## src/rtl/alu_dispatch_pkg.sv

```systemverilog
// Shared definitions for the ALU issue controller and the ALU itself:
// opcode map, flag bit positions and dispatcher state encodings.
package alu_dispatch_pkg;

    localparam logic [5:0] OP_ADD = 6'h00;
    localparam logic [5:0] OP_SUB = 6'h01;
    localparam logic [5:0] OP_MUL = 6'h02;
    localparam logic [5:0] OP_DIV = 6'h03;
    localparam logic [5:0] OP_MOD = 6'h04;
    localparam logic [5:0] OP_AND = 6'h05;
    localparam logic [5:0] OP_OR  = 6'h06;
    localparam logic [5:0] OP_XOR = 6'h07;
    localparam logic [5:0] OP_NOT = 6'h08;
    localparam logic [5:0] OP_CMP = 6'h09;
    localparam logic [5:0] OP_LSL = 6'h0A;
    localparam logic [5:0] OP_RSR = 6'h0B;
    localparam logic [5:0] OP_LAST = OP_RSR;

    // Bit positions inside the {V,C,N,Z} flag register
    localparam int FL_Z = 0;
    localparam int FL_N = 1;
    localparam int FL_C = 2;
    localparam int FL_V = 3;

    localparam logic [1:0] ST_IDLE = 2'd0;
    localparam logic [1:0] ST_BUSY = 2'd1;
    localparam logic [1:0] ST_RESP = 2'd2;

endpackage

```

## src/rtl/alu_timeout_ctr.sv

```systemverilog
// 8-bit BUSY-cycle counter; expired_o flags the last permitted cycle so the
// dispatcher leaves BUSY exactly TIMEOUT cycles after entering it.
module alu_timeout_ctr #(
    parameter int TIMEOUT = 15
) (
    input  logic clk,
    input  logic rst_b,
    input  logic clr_i,
    input  logic en_i,
    output logic expired_o
);

    logic [7:0] cnt_q;
    logic [7:0] cnt_d;

    // Next count: clear wins over enable
    always_comb begin
        cnt_d = cnt_q;
        if (clr_i) begin
            cnt_d = 8'd0;
        end else if (en_i) begin
            cnt_d = cnt_q + 8'd1;
        end else begin
            cnt_d = cnt_q;
        end
    end

    // Counter register
    always_ff @(posedge clk or negedge rst_b) begin
        if (!rst_b) begin
            cnt_q <= 8'd0;
        end else begin
            cnt_q <= cnt_d;
        end
    end

    assign expired_o = (cnt_q == 8'(TIMEOUT - 1));

endmodule

```

## src/rtl/alu_dispatch.sv

```systemverilog
// Issue controller in front of the 16-bit ALU: accepts one operation per
// handshake, waits for done under a timeout, and returns a registered response.
module alu_dispatch
    import alu_dispatch_pkg::*;
#(
    parameter int DATA_W  = 16,
    parameter int OP_W    = 6,
    parameter int TIMEOUT = 15
) (
    input  logic              clk,
    input  logic              rst_b,
    input  logic              in_valid,
    output logic              in_ready,
    input  logic [OP_W-1:0]   in_opcode,
    input  logic [DATA_W-1:0] in_term1,
    input  logic [DATA_W-1:0] in_term2,
    output logic              alu_enable,
    output logic [OP_W-1:0]   alu_opcode,
    output logic [DATA_W-1:0] alu_term1,
    output logic [DATA_W-1:0] alu_term2,
    input  logic [DATA_W-1:0] alu_result,
    input  logic              alu_fl_zero,
    input  logic              alu_fl_negative,
    input  logic              alu_fl_carry,
    input  logic              alu_fl_overflow,
    input  logic              alu_done,
    output logic              out_valid,
    input  logic              out_ready,
    output logic [DATA_W-1:0] out_result,
    output logic              out_wb,
    output logic              out_error,
    output logic [3:0]        flags
);

    logic [1:0]        state_q,  state_d;
    logic [OP_W-1:0]   opcode_q, opcode_d;
    logic [DATA_W-1:0] term1_q,  term1_d;
    logic [DATA_W-1:0] term2_q,  term2_d;
    logic [DATA_W-1:0] result_q, result_d;
    logic              wb_q,     wb_d;
    logic              error_q,  error_d;
    logic [3:0]        flags_q,  flags_d;
    logic              accept_s;
    logic              reject_s;
    logic              expired_s;

    assign accept_s = (state_q == ST_IDLE) && in_valid;
    // Illegal opcodes and zero divisors never reach the ALU
    assign reject_s = (in_opcode > OP_W'(OP_LAST)) ||
                      (((in_opcode == OP_W'(OP_DIV)) || (in_opcode == OP_W'(OP_MOD))) &&
                       (in_term2 == {DATA_W{1'b0}}));

    alu_timeout_ctr #(
        .TIMEOUT (TIMEOUT)
    ) u_timeout_ctr (
        .clk       (clk),
        .rst_b     (rst_b),
        .clr_i     (accept_s),
        .en_i      (state_q == ST_BUSY),
        .expired_o (expired_s)
    );

    // Next-state and response logic
    always_comb begin
        state_d  = state_q;
        opcode_d = opcode_q;
        term1_d  = term1_q;
        term2_d  = term2_q;
        result_d = result_q;
        wb_d     = wb_q;
        error_d  = error_q;
        flags_d  = flags_q;
        case (state_q)
            ST_IDLE: begin
                if (in_valid) begin
                    opcode_d = in_opcode;
                    term1_d  = in_term1;
                    term2_d  = in_term2;
                    if (reject_s) begin
                        result_d = {DATA_W{1'b0}};
                        wb_d     = 1'b0;
                        error_d  = 1'b1;
                        state_d  = ST_RESP;
                    end else begin
                        state_d  = ST_BUSY;
                    end
                end else begin
                    state_d = ST_IDLE;
                end
            end
            ST_BUSY: begin
                // done in the last counted cycle beats the timeout
                if (alu_done) begin
                    result_d       = alu_result;
                    flags_d[FL_Z]  = alu_fl_zero;
                    flags_d[FL_N]  = alu_fl_negative;
                    flags_d[FL_C]  = alu_fl_carry;
                    flags_d[FL_V]  = alu_fl_overflow;
                    error_d        = 1'b0;
                    wb_d           = (opcode_q != OP_W'(OP_CMP));
                    state_d        = ST_RESP;
                end else if (expired_s) begin
                    result_d = {DATA_W{1'b0}};
                    wb_d     = 1'b0;
                    error_d  = 1'b1;
                    state_d  = ST_RESP;
                end else begin
                    state_d = ST_BUSY;
                end
            end
            ST_RESP: begin
                if (out_ready) begin
                    state_d = ST_IDLE;
                end else begin
                    state_d = ST_RESP;
                end
            end
            default: begin
                state_d = ST_IDLE;
            end
        endcase
    end

    // State and datapath registers
    always_ff @(posedge clk or negedge rst_b) begin
        if (!rst_b) begin
            state_q  <= ST_IDLE;
            opcode_q <= {OP_W{1'b0}};
            term1_q  <= {DATA_W{1'b0}};
            term2_q  <= {DATA_W{1'b0}};
            result_q <= {DATA_W{1'b0}};
            wb_q     <= 1'b0;
            error_q  <= 1'b0;
            flags_q  <= 4'b0000;
        end else begin
            state_q  <= state_d;
            opcode_q <= opcode_d;
            term1_q  <= term1_d;
            term2_q  <= term2_d;
            result_q <= result_d;
            wb_q     <= wb_d;
            error_q  <= error_d;
            flags_q  <= flags_d;
        end
    end

    assign in_ready   = (state_q == ST_IDLE);
    assign alu_enable = (state_q == ST_BUSY);
    assign out_valid  = (state_q == ST_RESP);
    assign alu_opcode = opcode_q;
    assign alu_term1  = term1_q;
    assign alu_term2  = term2_q;
    assign out_result = result_q;
    assign out_wb     = wb_q;
    assign out_error  = error_q;
    assign flags      = flags_q;

endmodule

```

## config.mk

```make
export PLATFORM = sky130hd
export DESIGN_NAME = alu_dispatch
export DESIGN_NICKNAME = d
export VERILOG_FILES = /design/src/rtl/alu_dispatch_pkg.sv /design/src/rtl/alu_timeout_ctr.sv /design/src/rtl/alu_dispatch.sv
export SDC_FILE = /design/constraint.sdc
export NUM_CORES = 1
export LEC_CHECK = 0
export ABC_AREA = 1
export CORE_MARGIN = 5
export CORE_UTILIZATION = 45
export DETAILED_ROUTE_END_ITERATION = 8
export GPL_ROUTABILITY_DRIVEN = 0
export PLACE_DENSITY = 0.88
export SYNTH_ARGS = -nofsm -noshare
export SYNTH_HDL_FRONTEND = slang
export SYNTH_SLANG_ARGS = --single-unit
```

## constraint.sdc

```tcl
create_clock -name clk -period 3.2 [get_ports clk]
set_clock_uncertainty 0.15 [all_clocks]
set_input_delay 0.32 -clock clk [delete_from_list [all_inputs] [get_ports clk]]
set_output_delay 0.32 -clock clk [all_outputs]
set_load 0.02 [all_outputs]
```

**Yosys cells after proc, flatten, opt, wreduce, memory -nomap -nowiden**

Index checks and enable logic that the tools add are counted.

- Input port bits: 63
- Register bits after elaboration: 70

- Magnitude comparators: 1
- Add/subtract/negate cells: 1
- Reductions and logical operators: 11
- Equal/unequal tests: 9
- Muxes and demuxes: 23

Operators by type and width:

| kind | count |
|---|---|
| 16-bit 2-to-1 mux | 4 |
| 16-bit one-hot mux with 2 select lines | 1 |
| 16-bit zero test | 1 |
| 8-bit 2-to-1 mux | 2 |
| 2-bit 2-to-1 mux | 5 |
| 8-bit by 1-bit adder with 8-bit output (second input constant) | 1 |
| 8-bit by 4-bit equality test with 1-bit output (second input constant) | 1 |
| 1-bit 2-to-1 mux | 8 |
| 6-bit by 2-bit equality test with 1-bit output (second input constant) | 1 |
| 6-bit by 3-bit equality test with 1-bit output (second input constant) | 1 |
| 6-bit by 4-bit greater-than comparator with 1-bit output (second input constant) | 1 |
| 6-bit by 4-bit != test with 1-bit output (second input constant) | 1 |
| 2-bit one-hot mux with 3 select lines | 1 |
| 1-bit one-hot mux with 2 select lines | 2 |
| 2-bit AND reduction | 2 |
| 4-bit AND reduction | 1 |
| 2-bit nonzero test | 2 |
| 3-bit by 1-bit != test with 1-bit output (second input constant) | 1 |
| 2-bit by 1-bit equality test with 1-bit output (second input constant) | 1 |
| 2-bit equality test (second input constant) | 1 |
| 1-bit logical AND | 2 |
| 2-bit zero test | 1 |
| 1-bit logical OR | 2 |
| 2-bit by 1-bit != test with 1-bit output (second input constant) | 1 |
| 2-bit != test (second input constant) | 1 |

**Depth between registers and ports, before layout**

Gate-level depths: netlist of run 1.

- Depth after elaboration: 7
- Depth in mapped cells: 11
- Depth with buffers taken out: 10

**By module**

A second synthesis of run 1 with hierarchy kept.

- Cells, all modules: 360
- Area total of the unflattened synthesis: 3,002.9 um^2

Modules (own cells, without submodules):

| module | seq. area each (um^2) | instances | cells an instance | area an instance (um^2) |
|---|---|---|---|---|
| alu_dispatch | 1,551.5 | 1 | 301 | 2,555.0 |
| alu_timeout_ctr | 200.2 | 1 | 59 | 447.9 |

**Worst setup path before layout of run 1**

Ideal clock, no wire load.

- Path kind: flip-flop to flip-flop
- Start point: register u_timeout_ctr.cnt_q[0]
- End point: register result_q[10] (netlist: out_result[10])
- Required time: 2,933 ps
- Data arrival time: 1,236 ps
- Buffers on the path: 1
- Stages on the path, launching flop included: 11
- Slack: 1,697 ps
- Cell sequence: dfrtp_1 > inv_1 > ha_1 > inv_1 > nor3_2 > nand2_1 > nand2_2 > nand2_4 > clkbuf_8 > nand3_2 > nand2_1

- Cells in the longest elaborated chain, start to end: 3

Ends and longest elaborated chain:

| item | line | source |
|---|---|---|
| start: declaration | alu_timeout_ctr.sv:13 | `logic [7:0] cnt_q;` |
| start signal: assignment | alu_timeout_ctr.sv:33 | `cnt_q <= cnt_d;` |
| 8-bit by 4-bit equality test with 1-bit output | alu_timeout_ctr.sv:37 | `assign expired_o = (cnt_q == 8'(TIMEOUT - 1));` |
| 3-bit by 1-bit != test with 1-bit output (no source line) | n/a |  |
| 4-bit AND reduction (no source line) | n/a |  |
| end signal: assignment | alu_dispatch.sv:131 | `result_q <= {DATA_W{1'b0}};` |
| end signal: assignment | alu_dispatch.sv:140 | `result_q <= result_d;` |
| end: declaration | alu_dispatch.sv:39 | `logic [DATA_W-1:0] result_q, result_d;` |

Every way passes these cells.
A chain may end at the register's enable or synchronous reset.

**Worst setup path after layout of run 1**

- Start point: register state_q[1]
- End point: output port alu_enable

- Cells in the longest elaborated chain, start to end: 1

Ends and longest elaborated chain:

| item | line | source |
|---|---|---|
| start: declaration | alu_dispatch.sv:35 | `logic [1:0] state_q, state_d;` |
| start signal: assignment | alu_dispatch.sv:136 | `state_q <= state_d;` |
| 2-bit by 1-bit equality test with 1-bit output | alu_dispatch.sv:148 | `assign alu_enable = (state_q == ST_BUSY);` |
| end: declaration | alu_dispatch.sv:17 | `output logic alu_enable,` |

Every way passes these cells.

==> flow_summary.ini, run 1 <==
[status]
status = completed

[yosys]
syn_inst = 353
synth_area_um2 = 3100
ys_async_sr_fraction = 1.00
ys.flop_type = dfrtp_1
synth_seq_cells = 70
yosysTopAreaCell = dfrtp_1
synth_area_leaders = dfrtp_1 57%, nand2_1 20%, nand3_2 3.9%
seq_area_frac_synth = 0.565
ys_types = 28
syn_nets = 418
yosys.area.top_type_share = 0.565
syn_area_per_cell_um2 = 8.78
synth-edff-count = 0
yosysWarnings = 0

[clocking]
worstSkewPairLatency_ps = 340
clockBufferDepth = 2
clk_pin_slew_ps = 80
cts_tree = built
cts_buffers = 9
cts_resized = 0
numClockSinks = 70
post_cts_buffers = 0
cts_hold_buffers = 0
cts-root-buf = clkbuf_8
htree_levels = 3

[global_routing]
first_global_vias = 2806
antenna_found_initial = 0
grt_pass1_wl_um = 13200
grt_usage = 0.193
grt_max_degree = 71
overflow = 0

[finish]
n_antenna_cell = 0
drive_gt1_frac = 0.0998
area_growth_pct = 47.5
nFillCells = 529
final_cell_mix = 168 x nand2_1, 124 x clkdlybuf4s50_1, 70 x dfrtp_1, 18 x inv_1, 16 x nor2_1
final_nets = 541
final_common_cell = nand2_1

[power_and_ir_drop]
power_density_nw_per_um2 = 708
total_leakage_power_nw = 2.22
finalPower_mw = 3.24
peakVddDrop_v = 0.000492

[critical_path]
crit_slowest_cell = clkdlybuf4s50_1
crit_start = state_q[1]
reg2reg_depth = 6
regToRegSetupSlack_ps = 1190
end_kind = output port
arrival_ps = 1730
rr_startpoint = state_q[0]
max_stage_delay_ps = 610
path_max_fanout = 10
critPathKind = reg2out
crit_path_end = alu_enable
worstPathRequired_ps = 2730
critPathLaunchType = flip-flop
crit_chain = inv_1 -> nand2_4 -> inv_6 -> clkdlybuf4s50_1
worstReg2RegEnd = out_result[7]

[detailed_routing]
ant_nets = 0
drt_iter0_markers = 167
first_pass_iters = 4
wirelength_um = 8040
drc_errors = 0
via_per_inst = 4.87
avgRoutedWirePerCell_um = 14.3
vias = 2733

[sta]
finalCritPeriodShare = 0.687
timing.fmax_mhz = 455
setup_tns_ps = 0
finalHoldViolCount = 0
rsz0062_at_grt = no
setup_violations = 0
slew_viol_final = 0
worst_slew_pin_slew_ps = 862
setup_ws_ps = 1000
fin_crit_ps = 2200
maxSlewHeadroom = 0.426

[floorplan]
core_um2 = 6760
die_w_um = 93.0
die_area_um2 = 8650
ios = 126
start_util = 0.459
die_y_um = 93.0
rows = 30

[placement]
place.port_buffers = 125
dp_worst_setup_slack_ps = 911
dp_hpwl_um = 5830

[worst_hold_path]
hp-class = in2async

[job]
maxCapViolations = 0
[Yosys cell counts, types with 3 or more instances]
master	number
buf_2	8
inv_1	18
dfrtp_1	70
buf_6	3
o21ai_0	9
nand2_2	6
nor2_2	3
nand2_1	168
nand3_2	12
nor2_1	16
nand3_1	14
[through the flow]
step	utilization	std cells	hold WS [ps]	cell area, µm²
floorplan	-	353	-126	3100
global placement	0.644	545	309	4350
detailed placement	0.644	545	308	4350
CTS	0.677	561	61.1	4570
global route	0.677	561	114	4570
finish	0.677	561	28.7	4570
[where the power goes]
part           internal (mW)  switching, mW  total (mW)  leakage (nW)
logic                  0.553          0.646        1.20          1.21
registers               1.11          0.142        1.25         0.901
clock network          0.441          0.348       0.789         0.106
total                   2.10           1.14        3.24          2.22
[sequential cells by signal (all words and copies together), names as in the netlist]
| register | count |
|---|---|
| state_q | 2 |
| out_wb | 1 |
| out_error | 1 |
| out_result | 16 |
| alu_term2 | 16 |
| u_timeout_ctr.cnt_q | 8 |
| alu_opcode | 6 |
| flags | 4 |
| alu_term1 | 16 |
[cell type report]
class	instances	area, µm²	area share
Sequential cell	70	1750	0.383
Inverter	21	88.8	0.0194
Multi-Input combinational cell	248	1160	0.253
Timing Repair Buffer	126	1250	0.274
Clock inverter	7	97.6	0.0213
Tap cell	80	100	0.0219
Clock buffer	9	124	0.0271
[metal layers]
metal	track usage	share of wire	vias to the layer above
li1	-	-	1338
met1	0.235	0.41	1291
met2	0.325	0.50	90
met3	0.0571	0.069	14
met4	0.0745	0.021	0
met5	0	0	-
[kinds of logic (layout without fill, tap and decap cells)]
| kind of cell | count (synthesis) | after routing | synth area share |
|---|---|---|---|
| simple gates | 228 | 228 | 0.332 |
| flops | 70 | 70 | 0.565 |
| buf+inv | 35 | 163 | 0.0618 |
| compound gates | 18 | 18 | 0.0331 |
| fa+ha+maj | 2 | 2 | 0.00807 |
[worst min-delay path by stage]
stage	end	cells after the start	slack (ps)
4_1_cts	out_result[14]	2	60
6_report	alu_term2[1]	2	30
2_1_floorplan	alu_opcode[0]	0	-130
3_3_place_gp	flags[2]	2	310
5_1_grt	alu_term2[1]	2	110
3_5_place_dp	flags[2]	2	310
[critical path: cells and delay by family (launching register included)]
kind | cells | cell delay, ps
buffers and inverters | 3 | 840
and+or+nand+nor | 1 | 130
DFF | 1 | 410
(Power assumes the default switching activity.)
==> run 2, diff against run 1 <==
--- a/config.mk
+++ b/config.mk
@@ -7,10 +7,10 @@
 export LEC_CHECK = 0
 export ABC_AREA = 1
 export CORE_MARGIN = 5
-export CORE_UTILIZATION = 45
+export CORE_UTILIZATION = 39
 export DETAILED_ROUTE_END_ITERATION = 8
 export GPL_ROUTABILITY_DRIVEN = 0
-export PLACE_DENSITY = 0.88
+export PLACE_DENSITY = 0.81
 export SYNTH_ARGS = -nofsm -noshare
 export SYNTH_HDL_FRONTEND = slang
 export SYNTH_SLANG_ARGS = --single-unit
==> constraint.sdc (replaced) <==
create_clock -name clk -period 1.95 [get_ports clk]
set_clock_uncertainty 0.15 [all_clocks]
set_input_delay 0.195 -clock clk [delete_from_list [all_inputs] [get_ports clk]]
set_output_delay 0.195 -clock clk [all_outputs]
set_load 0.02 [all_outputs]
==> run 2 against run 1 <==
Design area rose by 2.5%. Count of clock-buffer cells in the layout is the same. Global-route usage is 2.5 points lower. Clock power is 91% higher. Hold slack improved by 140 ps. Core utilization is 7.0 points lower. Combinational power grew 64%. Critical path depth did not move. Non-clock buffer count grew 4. Via count grew 0.18%. Critical path type unchanged. Largest cell class unchanged. Largest power group unchanged.
==> flow_summary.ini, run 2 (synthesis gave the netlist of run 1 again) <==
[critical_path]
regToRegSetupSlack_ps = 280
crit_start = state_q[1]
critPathKind = reg2out
crit_path_end = alu_enable
reg2reg_depth = 9
critPathLaunchType = flip-flop
arrival_ps = 1450
worstReg2RegEnd = out_result[3]
worst-path-buf-inv = 3
crit_chain = inv_1 -> nand2_4 -> inv_6 -> dlygate4sd2_1
path_delay_family = buffers and inverters
rr_startpoint = u_timeout_ctr.cnt_q[0]
crit_slowest_cell = dfrtp_1
max_stage_delay_ps = 410
end_kind = output port
path_depth = 4
path_max_fanout = 10
worstPathRequired_ps = 1600

[floorplan]
core_um2 = 7730
die_area_um2 = 9830
ios = 126
die_y_um = 99.1
die_w_um = 99.1
rows = 32
start_util = 0.401

[power_and_ir_drop]
total_leakage_power_nw = 2.28
power_density_nw_per_um2 = 1180
finalPower_mw = 5.54
peakVddDrop_v = 0.000673

[detailed_routing]
avgRoutedWirePerCell_um = 13.6
dr.max_layer_used = met4
met3_length_um = 623
met2WireLength_um = 3790
met1_length_um = 3410
vias = 2738
drt_iter0_markers = 122
ant_nets = 0
first_pass_iters = 4
drc_errors = 0
wirelength_um = 7950
via_per_inst = 4.67

[clocking]
htree_levels = 3
cts_tree = built
clk_pin_slew_ps = 70
numClockSinks = 70
clockBufferDepth = 2
cts-root-buf = clkbuf_8
worstSkewPairLatency_ps = 340
post_cts_buffers = 0
cts_buffers = 9

[global_routing]
grt_usage = 0.169
grt_pass1_wl_um = 13400
overflow = 0
first_global_vias = 2881
antenna_found_initial = 0
grt_max_degree = 45

[worst_hold_path]
hp-class = in2async

[finish]
final_common_cell = nand2_1
area_growth_pct = 51.2
stdcell_count = 586
final_cell_mix = 168 x nand2_1, 121 x clkdlybuf4s50_1, 70 x dfrtp_1, 18 x inv_1, 16 x nor2_1
post-route-util = 0.606
n_antenna_cell = 0
drive_gt1_frac = 0.103
final_nets = 545

[sta]
fin_crit_ps = 1790
setup_ws_ps = 160
rsz0062_at_grt = no
worst_slew_pin_slew_ps = 465
finalCritPeriodShare = 0.918
timing.fmax_mhz = 559
maxSlewHeadroom = 0.689
setup_violations = 0
slew_viol_final = 0
finalHoldViolCount = 0

[job]
maxCapViolations = 0

[placement]
place_inst = 570
place.port_buffers = 125
dp_worst_setup_slack_ps = -50.1
dp_hpwl_um = 5940

[status]
status = completed
[run 2: cell types whose count changed in the layout (fill, tap and decap cells not counted), sizes merged]
cell	previous run	this run
buf	2	5
clkdlybuf4s50	124	121
bufinv	2	4
clkinv	3	1
dlygate4sd2	0	2
dlygate4sd3	0	1
dlymetal6s2s	0	1
inv	21	20
[run 2: layout make-up]
class,count,area (µm²)
Timing Repair Buffer,130,1300
Tap cell,102,128
Fill cell,677,3040
Inverter,21,88.8
Clock buffer,9,124
Multi-Input combinational cell,248,1160
Sequential cell,70,1750
Clock inverter,6,135
[run 2: how the worst min path moves through the flow]
stage	startpoint	endpoint	slack (ps)	depth (start not counted)
after floorplan	rst_b	alu_opcode[0]	-250	0
after global placement	rst_b	alu_term1[14]	-30	1
after detailed placement	rst_b	alu_term1[14]	-20	1
after CTS	rst_b	alu_term2[2]	190	2
after global routing	rst_b	alu_term2[2]	210	2
final	rst_b	alu_term1[14]	170	2
[run 2: layer usage]
metal / vias to the layer above / GRT usage
li1: 1347 / -
met1: 1282 / 0.214
met2: 95 / 0.269
met3: 14 / 0.0652
met4: 0 / 0.0483
met5: - / 0
[run 2: power by group]
group	total, mW	switching [mW]	internal (mW)
registers	2.05	0.236	1.82
clock network	1.51	0.540	0.972
logic	1.97	1.06	0.916
total	5.54	1.83	3.70
[run 2: stage by stage]
stage               hold slack [ps]  TNS, ps  instance area, µm²
floorplan                      -251        0                3100
global placement              -25.0        0                4420
detailed placement            -16.6     -240                4420
CTS                             187        0                4680
global route                    215        0                4680
finish                          170        0                4680
[run 2: worst reg2reg max path, delay by kind of cell, from the launching register on]
kind                     cells  cell delay [ps]
adder cells (fa/ha/maj)      1              150
buffers and inverters        2              150
flip-flops                   1              410
AND/OR/NAND/NOR              6              700
[run 2: what timing repair did]
item                                   in CTS  in global routing
gates cloned                                0                  0
setup endpoints to repair                   2                  1
pin swaps                                   0                  0
endpoints found under the hold margin      70                  0
hold buffers                                1                  0
gates resized for setup                     2                  1
